## src/rtl/fetch_pkg.sv

```systemverilog
// Shared types and default sizes for the fetch sequencer and its jump-target LUT.
package fetch_pkg;

    localparam int FETCH_D     = 12;
    localparam int FETCH_LUT_N = 4;

    typedef enum logic [1:0] {
        IDLE,
        RUN,
        DONE
    } fetch_state_t;

    typedef enum logic [2:0] {
        NPC_INC,
        NPC_REL,
        NPC_ABS,
        NPC_CALL,
        NPC_RET
    } npc_sel_t;

endpackage

```

## src/rtl/jump_lut.sv

```systemverilog
// Runtime-writable jump-target table: synchronous write and clear, combinational read.
// Indices at or above LUT_N never match an entry, so writes to them are dropped and reads return 0.
module jump_lut
    import fetch_pkg::*;
#(
    parameter int D     = FETCH_D,
    parameter int LUT_N = FETCH_LUT_N,
    parameter int LUT_W = 2
) (
    input  logic             clk,
    input  logic             reset,
    input  logic             i_wr_en,
    input  logic [LUT_W-1:0] i_wr_idx,
    input  logic [D-1:0]     i_wr_data,
    input  logic [LUT_W-1:0] i_rd_idx,
    output logic [D-1:0]     o_rd_data
);

    logic [D-1:0] r_mem [LUT_N];

    always_ff @(posedge clk) begin
        for (int i = 0; i < LUT_N; i++) begin
            if (reset) begin
                r_mem[i] <= '0;
            end else if (i_wr_en && (i_wr_idx == LUT_W'(i))) begin
                r_mem[i] <= i_wr_data;
            end
        end
    end

    // Read returns the pre-edge contents, so a same-cycle write is not forwarded.
    always_comb begin
        o_rd_data = '0;
        for (int i = 0; i < LUT_N; i++) begin
            if (i_rd_idx == LUT_W'(i)) begin
                o_rd_data = r_mem[i];
            end
        end
    end

endmodule

```

## src/rtl/fetch_seq.sv

```systemverilog
// Fetch sequencer: program counter, jump-target LUT and req/busy/done handshake.
// Optional return stack enabled by defining FETCH_CALL_STACK_EN.
module fetch_seq
    import fetch_pkg::*;
#(
    parameter int D         = FETCH_D,
    parameter int LUT_N     = FETCH_LUT_N,
    parameter int LUT_W     = 2,
    parameter int HALT_ADDR = 128
`ifdef FETCH_CALL_STACK_EN
    ,
    parameter int STACK_DEPTH = 4
`endif
) (
    input  logic             clk,
    input  logic             reset,
    input  logic             req,
    input  logic             stall,
    input  logic             absjump_en,
    input  logic             reljump_en,
    input  logic [LUT_W-1:0] lut_sel,
    input  logic [D-1:0]     rel_off,
    input  logic             lut_wr_en,
    input  logic [LUT_W-1:0] lut_wr_idx,
    input  logic [D-1:0]     lut_wr_data,
`ifdef FETCH_CALL_STACK_EN
    input  logic             call_en,
    input  logic             ret_en,
    output logic             stack_err,
`endif
    output logic [D-1:0]     prog_ctr,
    output logic             busy,
    output logic             done
);

    localparam logic [D-1:0] HALT_PC = D'(HALT_ADDR);

    fetch_state_t r_state;
    fetch_state_t w_state_nxt;
    logic [D-1:0] r_pc;
    logic [D-1:0] w_pc_nxt;
    logic [D-1:0] w_pc_sel;
    logic [D-1:0] w_pc_inc;
    logic [D-1:0] w_pc_rel;
    logic [D-1:0] w_lut_data;
    npc_sel_t     w_npc_sel;

    jump_lut #(
        .D     (D),
        .LUT_N (LUT_N),
        .LUT_W (LUT_W)
    ) u_jump_lut (
        .clk       (clk),
        .reset     (reset),
        .i_wr_en   (lut_wr_en),
        .i_wr_idx  (lut_wr_idx),
        .i_wr_data (lut_wr_data),
        .i_rd_idx  (lut_sel),
        .o_rd_data (w_lut_data)
    );

    assign w_pc_inc = r_pc + D'(1);
    assign w_pc_rel = r_pc + rel_off;

    // Later assignments override earlier ones, giving call > ret > abs > rel > +1.
    always_comb begin
        w_npc_sel = NPC_INC;
        if (absjump_en) begin
            w_npc_sel = NPC_ABS;
        end else if (reljump_en) begin
            w_npc_sel = NPC_REL;
        end
`ifdef FETCH_CALL_STACK_EN
        if (ret_en) begin
            w_npc_sel = NPC_RET;
        end
        if (call_en) begin
            w_npc_sel = NPC_CALL;
        end
`endif
    end

`ifdef FETCH_CALL_STACK_EN
    localparam int SP_W = $clog2(STACK_DEPTH + 1);

    logic [D-1:0]    r_stack [STACK_DEPTH];
    logic [SP_W-1:0] r_sp;
    logic            r_stack_err;
    logic            w_advance;
    logic            w_push;
    logic            w_pop;
    logic            w_stack_full;
    logic            w_stack_empty;
    logic [D-1:0]    w_ret_addr;

    assign w_advance     = (r_state == RUN) && (r_pc != HALT_PC) && !stall;
    assign w_push        = w_advance && (w_npc_sel == NPC_CALL);
    assign w_pop         = w_advance && (w_npc_sel == NPC_RET);
    assign w_stack_full  = (r_sp == SP_W'(STACK_DEPTH));
    assign w_stack_empty = (r_sp == '0);
    assign stack_err     = r_stack_err;

    always_comb begin
        w_ret_addr = '0;
        for (int i = 0; i < STACK_DEPTH; i++) begin
            if (r_sp == SP_W'(i + 1)) begin
                w_ret_addr = r_stack[i];
            end
        end
    end

    // Overflowing calls still jump and underflowing returns fall through to +1; both latch the error.
    always_ff @(posedge clk) begin
        if (reset) begin
            r_sp        <= '0;
            r_stack_err <= 1'b0;
            for (int i = 0; i < STACK_DEPTH; i++) begin
                r_stack[i] <= '0;
            end
        end else begin
            if ((r_state == IDLE) && req) begin
                r_sp <= '0;
            end else if (w_push && !w_stack_full) begin
                r_sp <= r_sp + SP_W'(1);
            end else if (w_pop && !w_stack_empty) begin
                r_sp <= r_sp - SP_W'(1);
            end
            if ((w_push && w_stack_full) || (w_pop && w_stack_empty)) begin
                r_stack_err <= 1'b1;
            end
            for (int i = 0; i < STACK_DEPTH; i++) begin
                if (w_push && !w_stack_full && (r_sp == SP_W'(i))) begin
                    r_stack[i] <= w_pc_inc;
                end
            end
        end
    end
`endif

    always_comb begin
        w_pc_sel = w_pc_inc;
        case (w_npc_sel)
            NPC_ABS:  w_pc_sel = w_lut_data;
            NPC_REL:  w_pc_sel = w_pc_rel;
`ifdef FETCH_CALL_STACK_EN
            NPC_CALL: w_pc_sel = w_lut_data;
            NPC_RET:  w_pc_sel = w_stack_empty ? w_pc_inc : w_ret_addr;
`endif
            default:  w_pc_sel = w_pc_inc;
        endcase
    end

    // The halt cycle and stalls both freeze the PC and discard any jump request.
    always_comb begin
        w_state_nxt = r_state;
        w_pc_nxt    = r_pc;
        case (r_state)
            IDLE: begin
                w_pc_nxt = '0;
                if (req) begin
                    w_state_nxt = RUN;
                end
            end
            RUN: begin
                if (r_pc == HALT_PC) begin
                    w_state_nxt = DONE;
                end else if (!stall) begin
                    w_pc_nxt = w_pc_sel;
                end
            end
            DONE: begin
                if (!req) begin
                    w_state_nxt = IDLE;
                    w_pc_nxt    = '0;
                end
            end
            default: begin
                w_state_nxt = IDLE;
                w_pc_nxt    = '0;
            end
        endcase
    end

    always_ff @(posedge clk) begin
        if (reset) begin
            r_state <= IDLE;
            r_pc    <= '0;
        end else begin
            r_state <= w_state_nxt;
            r_pc    <= w_pc_nxt;
        end
    end

    assign prog_ctr = r_pc;
    assign busy     = (r_state == RUN);
    assign done     = (r_state == DONE);

endmodule

```

## config.mk

```make
export PLATFORM = sky130hd
export DESIGN_NAME = fetch_seq
export DESIGN_NICKNAME = d
export VERILOG_FILES = /design/src/rtl/fetch_pkg.sv /design/src/rtl/jump_lut.sv /design/src/rtl/fetch_seq.sv
export SDC_FILE = /design/constraint.sdc
export NUM_CORES = 1
export LEC_CHECK = 0
export CORE_ASPECT_RATIO = 0.9
export CORE_UTILIZATION = 49
export CTS_CLUSTER_DIAMETER = 150
export CTS_CLUSTER_SIZE = 12
export DETAILED_ROUTE_END_ITERATION = 16
export PLACE_DENSITY = 0.86
export SLEW_MARGIN = 20
export SYNTH_ARGS = -nofsm -noshare
export SYNTH_HDL_FRONTEND = slang
export SYNTH_HIERARCHICAL = 1
export SYNTH_SLANG_ARGS = --single-unit
```

## constraint.sdc

```tcl
create_clock -name clk -period 2.6 [get_ports clk]
set_input_delay 0.78 -clock clk [delete_from_list [all_inputs] [get_ports clk]]
set_output_delay 0.78 -clock clk [all_outputs]
set_load 0.005 [all_outputs]
```

---- Word level (Yosys, flattened, before mapping) ----
Memory sizes are Yosys's and may differ from the RTL's.
Cells that the tools add are included.
cells by class
  add/sub/neg operators ................... 2
  equal/unequal tests ..................... 16
  multiplexer cells ....................... 33
  bitwise logic cells ..................... 4
  reduce and logical (&&, ||, !) cells .... 9
operator list
  cell                     count
  $mux W12                 11
  $pmux W12 S2             2
  $mux W1                  15
  $add A12 B1 Y12 const B  1
  $add A12 B12 Y12         1
  $eq A12 B8 Y1 const B    1
  $eq A2 B2 Y1 const B     5
  $mux W2                  4
  $ne A2 B2 Y1 const B     4
  $eq A2 B1 Y1 const B     3
  $logic_not A2 Y1         3
  $pmux W2 S3              1
  $reduce_and A3 Y1        2
  $logic_and A1 B1 Y1      4
  $or A1 B1 Y1             4
  $eq A3 B1 Y1 const B     1
  $eq A3 B2 Y1 const B     1
  $ne A2 B1 Y1 const B     1
word-level totals
  flip-flop bits (word level) ............. 14
  RAM bits ................................ 48
  bits of input ports ..................... 35
  output and inout port bits .............. 14
  word-level logic and storage cells ...... 67
  memories kept ........................... 1
memory list
  name              words  width  read ports  clocked after memory_dff  write ports  line            RTL
  u_jump_lut.r_mem  4      12     4           0                         4            jump_lut.sv:19  logic [D-1:0] r_mem [LUT_N];

---- Longest topological paths before layout ----
  depth after elaboration ................. 9
  mapped depth ............................ 11
  gate-level depth less buffers ........... 11

---- Modules after synthesis ----
Netlist, hierarchy kept.
modules (own cells, without submodules)
  module     times used  cells an instance  area an instance (µm²)  seq. area each (µm²)
  jump_lut   1           137                2089.5                  1441.4
  fetch_seq  1           157                1238.7                  280.3

---- Least setup slack after synthesis ----
Ideal clock, no wire load.
  path type ............................... input -> register
  start ................................... in reljump_en
  end ..................................... reg r_pc[11], in the netlist prog_ctr[11]
  library setup time ...................... 0.122 ns
  data arrival time ....................... 2.485 ns
  required time ........................... 2.478 ns
  slack ................................... -0.007 ns
  cell stages on the path ................. 11
  path buffers ............................ 1
  cells stage by stage .................... nor2b_1 -> clkbuf_1 -> nand2_1 -> inv_1 -> ha_1 -> a211oi_1 -> o21ai_1 -> a31oi_1 -> a21oi_1 -> xnor2_1 -> o21ai_1
between the ends
  word-level cells in the longest chain between the ends .. 7
  elaborated cells between the ends (all ways) .. 8
  those cells by class .................... 2 x eq/ne; 6 x mux
RTL lines
  what                                                 line              RTL
  start, declared                                      fetch_seq.sv:20   input logic reljump_en,
  $mux W1 *                                            fetch_seq.sv:70   end else if (reljump_en) begin
  $mux W2 *                                            fetch_seq.sv:68   if (absjump_en) begin
  $eq A3 B1 Y1 / $eq A3 B2 Y1 (equally long branches)  fetch_seq.sv:142  case (w_npc_sel)
  $pmux W12 S2 *                                       fetch_seq.sv:142
  $mux W12 *                                           fetch_seq.sv:167  end else if (!stall) begin
  $mux W12 *                                           fetch_seq.sv:165  if (r_pc == HALT_PC) begin
  $pmux W12 S2 *                                       fetch_seq.sv:157  case (r_state)
  end signal, assigned                                 fetch_seq.sv:190  r_pc <= w_pc_nxt;
  end, declared                                        fetch_seq.sv:40   logic [D-1:0] r_pc;
Mark *: on every way between the ends. The rest lies on a longest branch, timed or not. The select of a mux whose other input is x is not followed.
A chain may end at the register's enable or synchronous reset.

---- Worst setup path after layout ----
  start ................................... in rel_off[0]
  end ..................................... reg r_pc[8], in the netlist prog_ctr[8]
between the ends
  word-level cells in the longest chain between the ends .. 5
RTL lines
  what              line              RTL
  start, declared   fetch_seq.sv:22   input logic [D-1:0] rel_off,
  $add A12 B12 Y12  fetch_seq.sv:63   assign w_pc_rel = r_pc + rel_off;
  $pmux W12 S2      fetch_seq.sv:142
  $mux W12          fetch_seq.sv:167
  $mux W12          fetch_seq.sv:165
  $pmux W12 S2      fetch_seq.sv:157
Every way passes these cells. The select of a mux whose other input is x is not followed.

==> results.md <==
- GR Overflow Total: 0
- Startpoint types: input port
- Post-layout nets: 426
- Yosys reg bits: 62
- Flop-to-flop setup slack: about 0.66 ns
- Diodes inserted: 0
- Die Area: ~7100 um2
- Hold depth: 1
- Drt initial violations: 190
- Layout area overhead: 33.0%
- Detailed-route via count: ~2700
- Slew HR: between 60% and 70%
- Final instance area: 4430 um2
- Vias in the first global route: 2689
- Min-delay src: r_state[1]
- Drt wl/cell: around 17 um
- Final hold violation count: 0
- Crit path max-delay cell type: clkdlybuf4s50_1
- Critical path type: in2reg
- Final worst-path setup slack: 0.128 ns
- Worst vdd ir: ~350 uV
- R2r worst-path depth: 9
- Post-Syn Area per Cell: roughly 11 um2
- # IOs: 49
- Status: completed
- Initial core utilization: between 50 and 60%
- Post-CTS Hold Buffers: 0
- Synth Flop Type: edfxtp_1
- Longest Clk Path Bufs: 2
- Yosys warns: 6
- Antenna viol nets, final: 0
- Vias/cell: 5.62
- FP Rows: 28
- Routed WL: roughly 8200 um
- RePlAce Congestion: 0.852
- Clock-pin slew on the worst setup and hold paths: approximately 0.070 ns
- Crit path cell chain: clkdlybuf4s50_1, nand2b_4, ha_4, inv_2, fa_2, nor2b_2, o31a_1, o21ai_2, a21oi_2, mux2i_1, nand2_1
- Post-Place Cell Area: about 4200 um2
- Required @ worst endpoint: ~2.8 ns
- EDFF count, synth: 48
- Vert. Die Dim: 80.2 um
- Setup Viol. Count Final: 0
- Max-cap viol count: 0
- First-pass DRT Iterations: 4
- Htree depth: 3
- CTS root buffer: clkbuf_8
- CP Buf/Inv Count: 2
- Gr usage total: between 20% and 30%
- Crit path DAT: approximately 2.7 ns
- Sequential-to-total area share from yosys stat: 51.7%
- Setup TNS: 0 ns
- Yosys cell types: 49
- Tmin final: roughly 2.5 ns
- Reg-to-Reg Start: prog_ctr[0]
- Syn nets: roughly 340
- DR DRC count: 0
- Post-DP HPWL: 5850 um
- Clk_skew: 0.00832 ns
- Hold Path Class: reg2reg
- CP Capture Type: flop
- First-pass GRT wire length: around 13000 um
- Share of cells above drive strength 1: between 20% and 30%
- Die Wd: between 80 and 90 um
- Clock sinks: between 60 and 70
- Setup WS pre-CTS: -0.521 ns
- Post-CTS setup buffers: 0
- Most frequent cells in the layout: nor2_1 (58), edfxtp_1 (48), clkdlybuf4s50_1 (46), buf_4 (37), nand2_1 (16)
- Delay-heaviest family, CP: buffers and inverters
- Clock latency on the worst-skew pair: between 0.3 and 0.4 ns
- FMAX: roughly 0.40 GHz
- Final core utilization: 67.2%
- Asr flop ratio synth: 0%
- Core box area: 6590 um2
- Post-Syn Area: 3330 um2
- Port buffer count: 48
- Initial antenna violation count: 0
- Hold endpoint: r_state[0]
- FILL cells: roughly 530
- Final Max Tran Viols: 0
- Critical R2R Capture: prog_ctr[8]
- Max stage delay on crit path: 0.46 ns
- TritonCTS clock tree: built
- Crit-path max FO: 3
- Pin count of the biggest net entering global routing: 20
- Tcrit/Tclk final: 95.1%
- Worst-Margin Slew: 0.460 ns
- Most common cell after layout, fill and taps aside: nor2_1
- Lkg Pwr: between 0.0015 and 0.002 uW
- Cells after Synth: a little under 300
- Total power: between 2000 and 2500 uW
- TritonCTS Buffers: 9
- Pwr Density: about 520 nW/um2
-- where the power goes --
part	switching, uW	internal (uW)
combinational	150	172
clock	382	439
sequential	24.4	1130
-- registers in the layout, summed over array words and instances, names as in the netlist --
signal            flops
prog_ctr             12
r_state               2
u_jump_lut/r_mem     48
-- per-stage QoR --
step | instances | hold WS [ns]
6_report | 474 | 0.465
5_1_grt | 474 | 0.489
4_1_cts | 474 | 0.463
3_5_place_dp | 458 | 0.450
3_3_place_gp | 458 | 0.420
2_1_floorplan | 294 | 0.412
-- Yosys cell counts (2+ instances only) --
library cell  number  area share, %
nor2_1            59            6.7
edfxtp_1          48             43
nand2_1           16            1.8
dfxtp_1           14            8.4
a21oi_1           12            1.8
nand3b_1          12            2.7
ha_1              11            4.1
mux4_2            10            6.8
and2_1             9            1.7
o21ai_1            9            1.4
a32oi_1            7            1.8
clkbuf_1           6           0.68
inv_1              6           0.68
o21ai_0            6           0.90
buf_2              5           0.75
nand2b_1           5           0.94
nor3_1             5           0.75
xnor2_1            5            1.3
a211oi_1           4           0.90
nor2b_1            4           0.75
o21bai_1           4           0.90
a21o_1             3           0.68
nand3_1            3           0.45
a22o_1             2           0.53
a31oi_1            2           0.38
mux2i_1            2           0.60
mux4_1             2            1.6
o21a_1             2           0.45
-- final cells by class --
| cell class | instances | area [um2] | share of cell area [%] |
|---|---|---|---|
| multi-input cells | 213 | 1580 | 35.8 |
| clock buffers | 10 | 128 | 2.88 |
| inverters | 6 | 22.5 | 0.509 |
| flip-flops and latches | 62 | 1720 | 38.9 |
| clock inverters | 6 | 62.6 | 1.41 |
| well taps | 90 | 113 | 2.54 |
| repair buffers | 87 | 796 | 18.0 |
-- how the worst max path moves through the flow --
stage	from	slack, ns	endpoint	depth (start not counted)
3_3_place_gp	reljump_en	-0.39	prog_ctr[11]	11
3_5_place_dp	reljump_en	-0.52	prog_ctr[11]	11
6_report	rel_off[0]	0.13	prog_ctr[8]	11
4_1_cts	rel_off[0]	0.00003	prog_ctr[8]	11
2_1_floorplan	reljump_en	0.06	prog_ctr[11]	11
5_1_grt	reljump_en	-0.009	prog_ctr[11]	12
-- kinds of logic (layout without fill, tap and decap cells) --
logic type | after synthesis | count (layout) | share of synthesized area (%)
flops | 62 | 62 | 51.7
xor+xnor | 5 | 5 | 1.32
buf+inv | 19 | 109 | 2.67
compound gates | 56 | 56 | 11.0
fa+ha+maj | 12 | 12 | 4.74
simple gates | 126 | 126 | 19.6
mux | 14 | 14 | 8.95
-- per-layer routing --
metal / global-route usage [%] / vias to the layer above / part of all wire (%)
li1: - / 1268 / -
met1: 32.8 / 1268 / 42
met2: 41.1 / 116 / 49
met3: 4.32 / 10 / 8.3
met4: 11.6 / 0 / 1.2
met5: 0 / - / 0
-- repair_timing --
item / in CTS / in global routing
pin swaps: 5 / 4
setup endpoints to repair: 7 / 4
endpoints found under the hold margin: 0 / 0
gates resized for setup: 12 / 5
Note: power is estimated with default switching activity, not from simulation.
